### src/rtl/ndp_trim_ctrl.sv
// ndp_trim_ctrl: per-channel leaky-bucket queue-depth estimator.
// Each packet is passed whole, trimmed to HDR_LEN, or dropped, based on the
// channel's registered depth and its NORMAL/TRIM hysteresis state.
// Optional feature macro: NDP_TRIM_STATS_EN adds per-channel trim/drop
// counters with a registered select/read port.
//
// Handshake: in_valid[i] is a single-cycle arrival strobe with no ready
// signal (no backpressure). Every strobe produces exactly one out_valid[i]
// pulse one cycle later, carrying the decided length and trim/drop flags.
// When out_valid[i] is low, out_len/out_trim/out_drop for that lane are 0.
module ndp_trim_ctrl #(
    parameter int N_CH      = 8,
    parameter int LEN_W     = 8,
    parameter int DEPTH_W   = 14,
    parameter int DRAIN     = 62,
    parameter int MAX_DEPTH = 12288,
    parameter int HI_THRESH = 10240,
    parameter int LO_THRESH = 8192,
    parameter int HDR_LEN   = 64
) (
    input  logic                     clk,
    input  logic                     rst,
    input  logic [N_CH-1:0]          in_valid,
    input  logic [N_CH*LEN_W-1:0]    in_len,
    output logic [N_CH-1:0]          out_valid,
    output logic [N_CH*LEN_W-1:0]    out_len,
    output logic [N_CH-1:0]          out_trim,
    output logic [N_CH-1:0]          out_drop,
    output logic [N_CH-1:0]          congested,
    output logic [N_CH*DEPTH_W-1:0]  depth_o
`ifdef NDP_TRIM_STATS_EN
    ,
    input  logic [$clog2(N_CH)-1:0]  stat_sel,
    input  logic                     stat_clr,
    output logic [31:0]              stat_trim_cnt,
    output logic [31:0]              stat_drop_cnt
`endif
);

    // One extra bit of headroom so depth + charge never wraps before clamping.
    localparam int SUM_W = DEPTH_W + 1;

    localparam logic [SUM_W-1:0] MAX_S   = SUM_W'(MAX_DEPTH);
    localparam logic [SUM_W-1:0] DRAIN_S = SUM_W'(DRAIN);
    localparam logic [SUM_W-1:0] HDR_S   = SUM_W'(HDR_LEN);
    localparam logic [SUM_W-1:0] HI_S    = SUM_W'(HI_THRESH);
    localparam logic [SUM_W-1:0] LO_S    = SUM_W'(LO_THRESH);
    localparam logic [LEN_W-1:0] HDR_L   = LEN_W'(HDR_LEN);

    typedef enum logic {
        ST_NORMAL = 1'b0,
        ST_TRIM   = 1'b1
    } state_t;

    state_t             state_q [N_CH];
    state_t             state_d [N_CH];
    logic [DEPTH_W-1:0] depth_q [N_CH];
    logic [DEPTH_W-1:0] depth_d [N_CH];

    logic [N_CH-1:0]       valid_d;
    logic [N_CH-1:0]       trim_d;
    logic [N_CH-1:0]       drop_d;
    logic [N_CH*LEN_W-1:0] len_d;

    // Per-channel decision, depth update and next-state logic.
    always_comb begin : decide
        logic [SUM_W-1:0] d_ext;
        logic [SUM_W-1:0] len_ext;
        logic [SUM_W-1:0] chg;
        logic [SUM_W-1:0] t;
        logic [SUM_W-1:0] dn;
        valid_d = in_valid;
        trim_d  = '0;
        drop_d  = '0;
        len_d   = '0;
        d_ext   = '0;
        len_ext = '0;
        chg     = '0;
        t       = '0;
        dn      = '0;
        for (int i = 0; i < N_CH; i++) begin
            state_d[i] = state_q[i];
            d_ext      = SUM_W'(depth_q[i]);
            len_ext    = SUM_W'(in_len[i*LEN_W +: LEN_W]);
            chg        = '0;
            if (in_valid[i]) begin
                if ((state_q[i] == ST_NORMAL) && (d_ext + len_ext <= MAX_S)) begin
                    chg                      = len_ext;
                    len_d[i*LEN_W +: LEN_W]  = in_len[i*LEN_W +: LEN_W];
                end else if (d_ext + HDR_S <= MAX_S) begin
                    chg                      = HDR_S;
                    len_d[i*LEN_W +: LEN_W]  = HDR_L;
                    trim_d[i]                = 1'b1;
                end else begin
                    drop_d[i]                = 1'b1;
                end
            end
            // Leaky bucket: charge, then drain, floor at zero, clamp at ceiling.
            t = d_ext + chg;
            if (t < DRAIN_S) begin
                dn = '0;
            end else begin
                dn = t - DRAIN_S;
            end
            if (dn > MAX_S) begin
                dn = MAX_S;
            end
            depth_d[i] = DEPTH_W'(dn);
            // Hysteresis: threshold equality holds the current state.
            case (state_q[i])
                ST_NORMAL: if (dn > HI_S) state_d[i] = ST_TRIM;
                ST_TRIM:   if (dn < LO_S) state_d[i] = ST_NORMAL;
                default:   state_d[i] = ST_NORMAL;
            endcase
        end
    end

    // State, depth and registered packet outputs.
    always_ff @(posedge clk or posedge rst) begin
        if (rst) begin
            for (int i = 0; i < N_CH; i++) begin
                state_q[i] <= ST_NORMAL;
                depth_q[i] <= '0;
            end
            out_valid <= '0;
            out_len   <= '0;
            out_trim  <= '0;
            out_drop  <= '0;
        end else begin
            for (int i = 0; i < N_CH; i++) begin
                state_q[i] <= state_d[i];
                depth_q[i] <= depth_d[i];
            end
            out_valid <= valid_d;
            out_len   <= len_d;
            out_trim  <= trim_d;
            out_drop  <= drop_d;
        end
    end

    // Expose registered state and depth per channel.
    always_comb begin
        congested = '0;
        depth_o   = '0;
        for (int i = 0; i < N_CH; i++) begin
            congested[i]                = (state_q[i] == ST_TRIM);
            depth_o[i*DEPTH_W +: DEPTH_W] = depth_q[i];
        end
    end

`ifdef NDP_TRIM_STATS_EN
    logic [31:0] trim_cnt [N_CH];
    logic [31:0] drop_cnt [N_CH];

    // Saturating event counters; a clear in the same cycle discards increments.
    always_ff @(posedge clk or posedge rst) begin
        if (rst) begin
            for (int i = 0; i < N_CH; i++) begin
                trim_cnt[i] <= '0;
                drop_cnt[i] <= '0;
            end
        end else if (stat_clr) begin
            for (int i = 0; i < N_CH; i++) begin
                trim_cnt[i] <= '0;
                drop_cnt[i] <= '0;
            end
        end else begin
            for (int i = 0; i < N_CH; i++) begin
                if (trim_d[i] && (trim_cnt[i] != 32'hFFFF_FFFF)) begin
                    trim_cnt[i] <= trim_cnt[i] + 32'd1;
                end
                if (drop_d[i] && (drop_cnt[i] != 32'hFFFF_FFFF)) begin
                    drop_cnt[i] <= drop_cnt[i] + 32'd1;
                end
            end
        end
    end

    // Registered read of the selected channel's counters.
    always_ff @(posedge clk or posedge rst) begin
        if (rst) begin
            stat_trim_cnt <= '0;
            stat_drop_cnt <= '0;
        end else begin
            stat_trim_cnt <= trim_cnt[stat_sel];
            stat_drop_cnt <= drop_cnt[stat_sel];
        end
    end
`endif

endmodule
### config.mk
export PLATFORM = sky130hd
export DESIGN_NAME = ndp_trim_ctrl
export DESIGN_NICKNAME = d
export VERILOG_FILES = /design/src/rtl/ndp_trim_ctrl.sv
export SDC_FILE = /design/constraint.sdc
export NUM_CORES = 1
export LEC_CHECK = 0
export ABC_AREA = 1
export BUFFER_PORTS_ARGS = -buffer_cell sky130_fd_sc_hd__buf_2
export CAP_MARGIN = 20
export CORE_UTILIZATION = 59
export DETAILED_ROUTE_END_ITERATION = 12
export PLACE_DENSITY = 0.82
export SLEW_MARGIN = 0
export SYNTH_ARGS = -nofsm -noshare
export SYNTH_HDL_FRONTEND = slang
export SYNTH_SLANG_ARGS = --single-unit
### constraint.sdc
create_clock -name clk -period 8.2 [get_ports clk]
set_clock_uncertainty 0.1 [all_clocks]
set_input_delay 0.41 -clock clk [delete_from_list [all_inputs] [get_ports clk]]
set_output_delay 0.41 -clock clk [all_outputs]
set_load 0.05 [all_outputs]
==> results.sh <==
export IMPL_hpwl_microns=43100
export IMPL_max_freq_mhz=153
export IMPL_grt_pass1_vias=19000
export IMPL_timing_rr_start="depth_o[84]"
export IMPL_p_per_area_nw_per_um2=410
export IMPL_min_path_type="in -> async"
export IMPL_cp_max_fo=13
export IMPL_synth_compound_area_share_pct=7.85
export IMPL_num_rows=65
export IMPL_cts_hold_fix_buffers=22
export IMPL_clkLatencyLatePin_ps=540
export IMPL_outcome="finished clean"
export IMPL_htree_levels=1
export IMPL_multiInputGateArea_sq_um=12000
export IMPL_io_pins=282
export IMPL_routabilityCongestion=1.00
export IMPL_switchingPower_uw=5230
export IMPL_synth_sequential_area_ratio_pct=26.9
export IMPL_synth_adder_area_share_pct=10.5
export IMPL_io_buffers=281
export IMPL_rsz0062_at_grt="false"
export IMPL_dpl_worst_slack_ps=1660
export IMPL_start_util_pct=60.6
export IMPL_numCtsBuffers=25
export IMPL_synth_edf_count=0
export IMPL_period_share_pct=79.9
export IMPL_synthXorXnorAreaFrac_pct=4.76
export IMPL_slowest_delay_ps=580
export IMPL_ys_types=54
export IMPL_p_clk_share_pct=13.1
export IMPL_synthTopCellsByCount="nand2_1, inv_1, nor2_1"
export IMPL_grt_max_degree=142
export IMPL_remaining_drc_errors=0
export IMPL_grt_pass1_wl_microns=89500
export IMPL_post_cts_buffers=0
export IMPL_area_growth_pct=15.2
export IMPL_wl_per_cell_microns=14.6
export IMPL_maxSlewHeadroom_pct=35.0
export IMPL_cap_violations=0
export IMPL_synth_top_cell_by_area="dfrtp_1"
export IMPL_p_int_uw=3910
export IMPL_period_minus_slack_ps=6550
export IMPL_ys_flop_type="dfrtp_1"
export IMPL_critical_path_slowest_cell="dlygate4sd3_1"
export IMPL_worst_slew_pin_slew_ps=975
export IMPL_leakage_uw=0.0135
export IMPL_clkTransAtPathRegs_ps=60
export IMPL_final_nets=3547
export IMPL_ctsLongestPathBuffers=3
export IMPL_drt_iter0_markers=1564
export IMPL_synth_area_sq_um=19300
export IMPL_die_area_sq_um=33500
export IMPL_synth_fp_nets=3234
export IMPL_reg2reg_to="congested[6]"
export IMPL_yosysWarnings=0
export IMPL_p_seq_share_pct=18.9
export IMPL_r2r_cells=38
export IMPL_seqCellArea_sq_um=5200
export IMPL_yosys_area_share_simple_pct=39.0
export IMPL_cp_start_kind="input pin"
export IMPL_final_hold_violation_count=0
export IMPL_peakVddDrop_uv=276
export IMPL_synth_mux_area_share_pct=0
export IMPL_finalWorstSetupSlack_ps=1650
export IMPL_arrival_ps=6870
export IMPL_yosysTopAreaCellShare_pct=26.9
export IMPL_endpoint_kind="register"
export IMPL_fp_dieH_microns=183
export IMPL_slew_viol_final=0
export IMPL_synth_top_family_by_area="simple AND/OR/NAND/NOR gates"
export IMPL_first_pass_iters=7
export IMPL_synth_most_common_cell="nand2_1"
export IMPL_crit_type="in -> reg"
export IMPL_setup_tns_ps=0
export IMPL_syn_inst=3008
export IMPL_rrSetupSlack_ps=1670
export IMPL_setup_violations=0
export IMPL_coreArea_sq_um=31900
export IMPL_fill_cells=2748
export IMPL_synthArstFlopShare_pct=100
export IMPL_grt_overflow=0
export IMPL_die_x_microns=183
export IMPL_ys_ff_latch=208
export IMPL_vias=20400
export IMPL_cts_resized=0
export IMPL_viasPerCell=5.40
export IMPL_cp_startpoint="in_len[24]"
export IMPL_p_sw_share_pct=57.2
export IMPL_syn_avg_cell_area_sq_um=6.42
export IMPL_clock_sinks=208
export IMPL_cts_root_buffer="clkbuf_16"
export IMPL_critPathRequiredTime_ps=8520
export IMPL_drive_gt1_share_pct=13.4
export IMPL_pwr_share_comb_pct=67.9
export IMPL_antenna_found_initial=4
export IMPL_cts_tree="yes"
export IMPL_path_common_cell="nand2_1"
export IMPL_synth_area_leaders="dfrtp_1, nand2_1, inv_1, ha_1, nor2_1"
export IMPL_drtAntennaViolNets=0
export IMPL_track_usage_pct=32.4
export IMPL_wl_microns=55200
cells in the final DEF, fill, tap and decap left out, types with 33 or more instances in the layout:
master	synthesis	layout
nand2_1	890	890
inv_1	525	524
nor2_1	354	354
buf_2	9	281
nand3_1	257	257
dfrtp_1	208	208
ha_1	136	136
a21oi_1	104	104
o21ai_0	75	75
nand4_1	69	69
xor2_1	68	68
nor3_1	38	38
nand2_2	33	33
cell families (layout without fill, tap and decap cells):
family                     count (synthesis)  in the layout
DFF                                      208            208
buffers and inverters                    551            880
and+or+nand+nor                         1742           1742
other                                      0              3
AOI/OAI and AO/OA                        259            259
xor gates and xnor gates                  96             96
adders and majority gates                152            152
state kept, by name, summed over array words and instances (netlist names):
signal,cells
congested,8
out_drop,8
out_trim,8
out_valid,8
depth_o,112
out_len,64
final cells by class:
type                       instances  share of cell area, %
antenna                            3                 0.0337
clock buffer                      30                   3.03
clock inverter                    13                  0.922
inverter                         533                   9.02
multi-input combinational       2249                   53.8
sequential                       208                   23.4
tap                              435                   2.44
timing repair buffer             304                   7.34
through the flow:
step	cells	area, sq um	hold slack [ps]	total power, uW	util [%]
2_1_floorplan	3008	19300	341	6420	-
3_3_place_gp	3707	21200	433	7660	66.4
3_5_place_dp	3707	21200	440	7790	66.4
4_1_cts	3772	22300	0.665	9060	69.8
5_1_grt	3775	22300	13.7	9910	69.8
6_report	3775	22300	5.79	9130	69.8
power groups by stage:
stage / Combinational, uW / Clock [uW] / Sequential (uW)
after global routing: 6890 / 1260 / 1760
after global placement: 5940 / 0 / 1730
after detailed placement: 6060 / 0 / 1720
after CTS: 6130 / 1220 / 1710
final: 6200 / 1200 / 1730
after floorplan: 3860 / 0 / 2560
worst max-delay path, delay by kind of cell:
| kind | cells | cell delay [ps] |
|---|---|---|
| and+or+nand+nor | 23 | 2960 |
| adders and majority gates | 4 | 1270 |
| AOI/OAI and AO/OA | 7 | 1040 |
| xor gates and xnor gates | 1 | 150 |
| buffers and inverters | 6 | 1030 |
worst max-delay path by stage:
| stage | to | slack (ps) |
|---|---|---|
| finish | congested[3] | 1650 |
| global route | congested[6] | 1100 |
| CTS | congested[6] | 1730 |
| detailed placement | congested[6] | 1660 |
| global placement | congested[6] | 1860 |
| floorplan | congested[0] | 2010 |
metal layers:
layer | track usage, % | share of wire, % | up-vias
met5 | 0 | 0.024 | -
met4 | 11.5 | 3.3 | 2
met3 | 6.04 | 7.7 | 132
met2 | 54.4 | 46 | 797
met1 | 41.7 | 43 | 9298
li1 | - | - | 10200
Note: power is estimated with default switching activity, not from simulation.
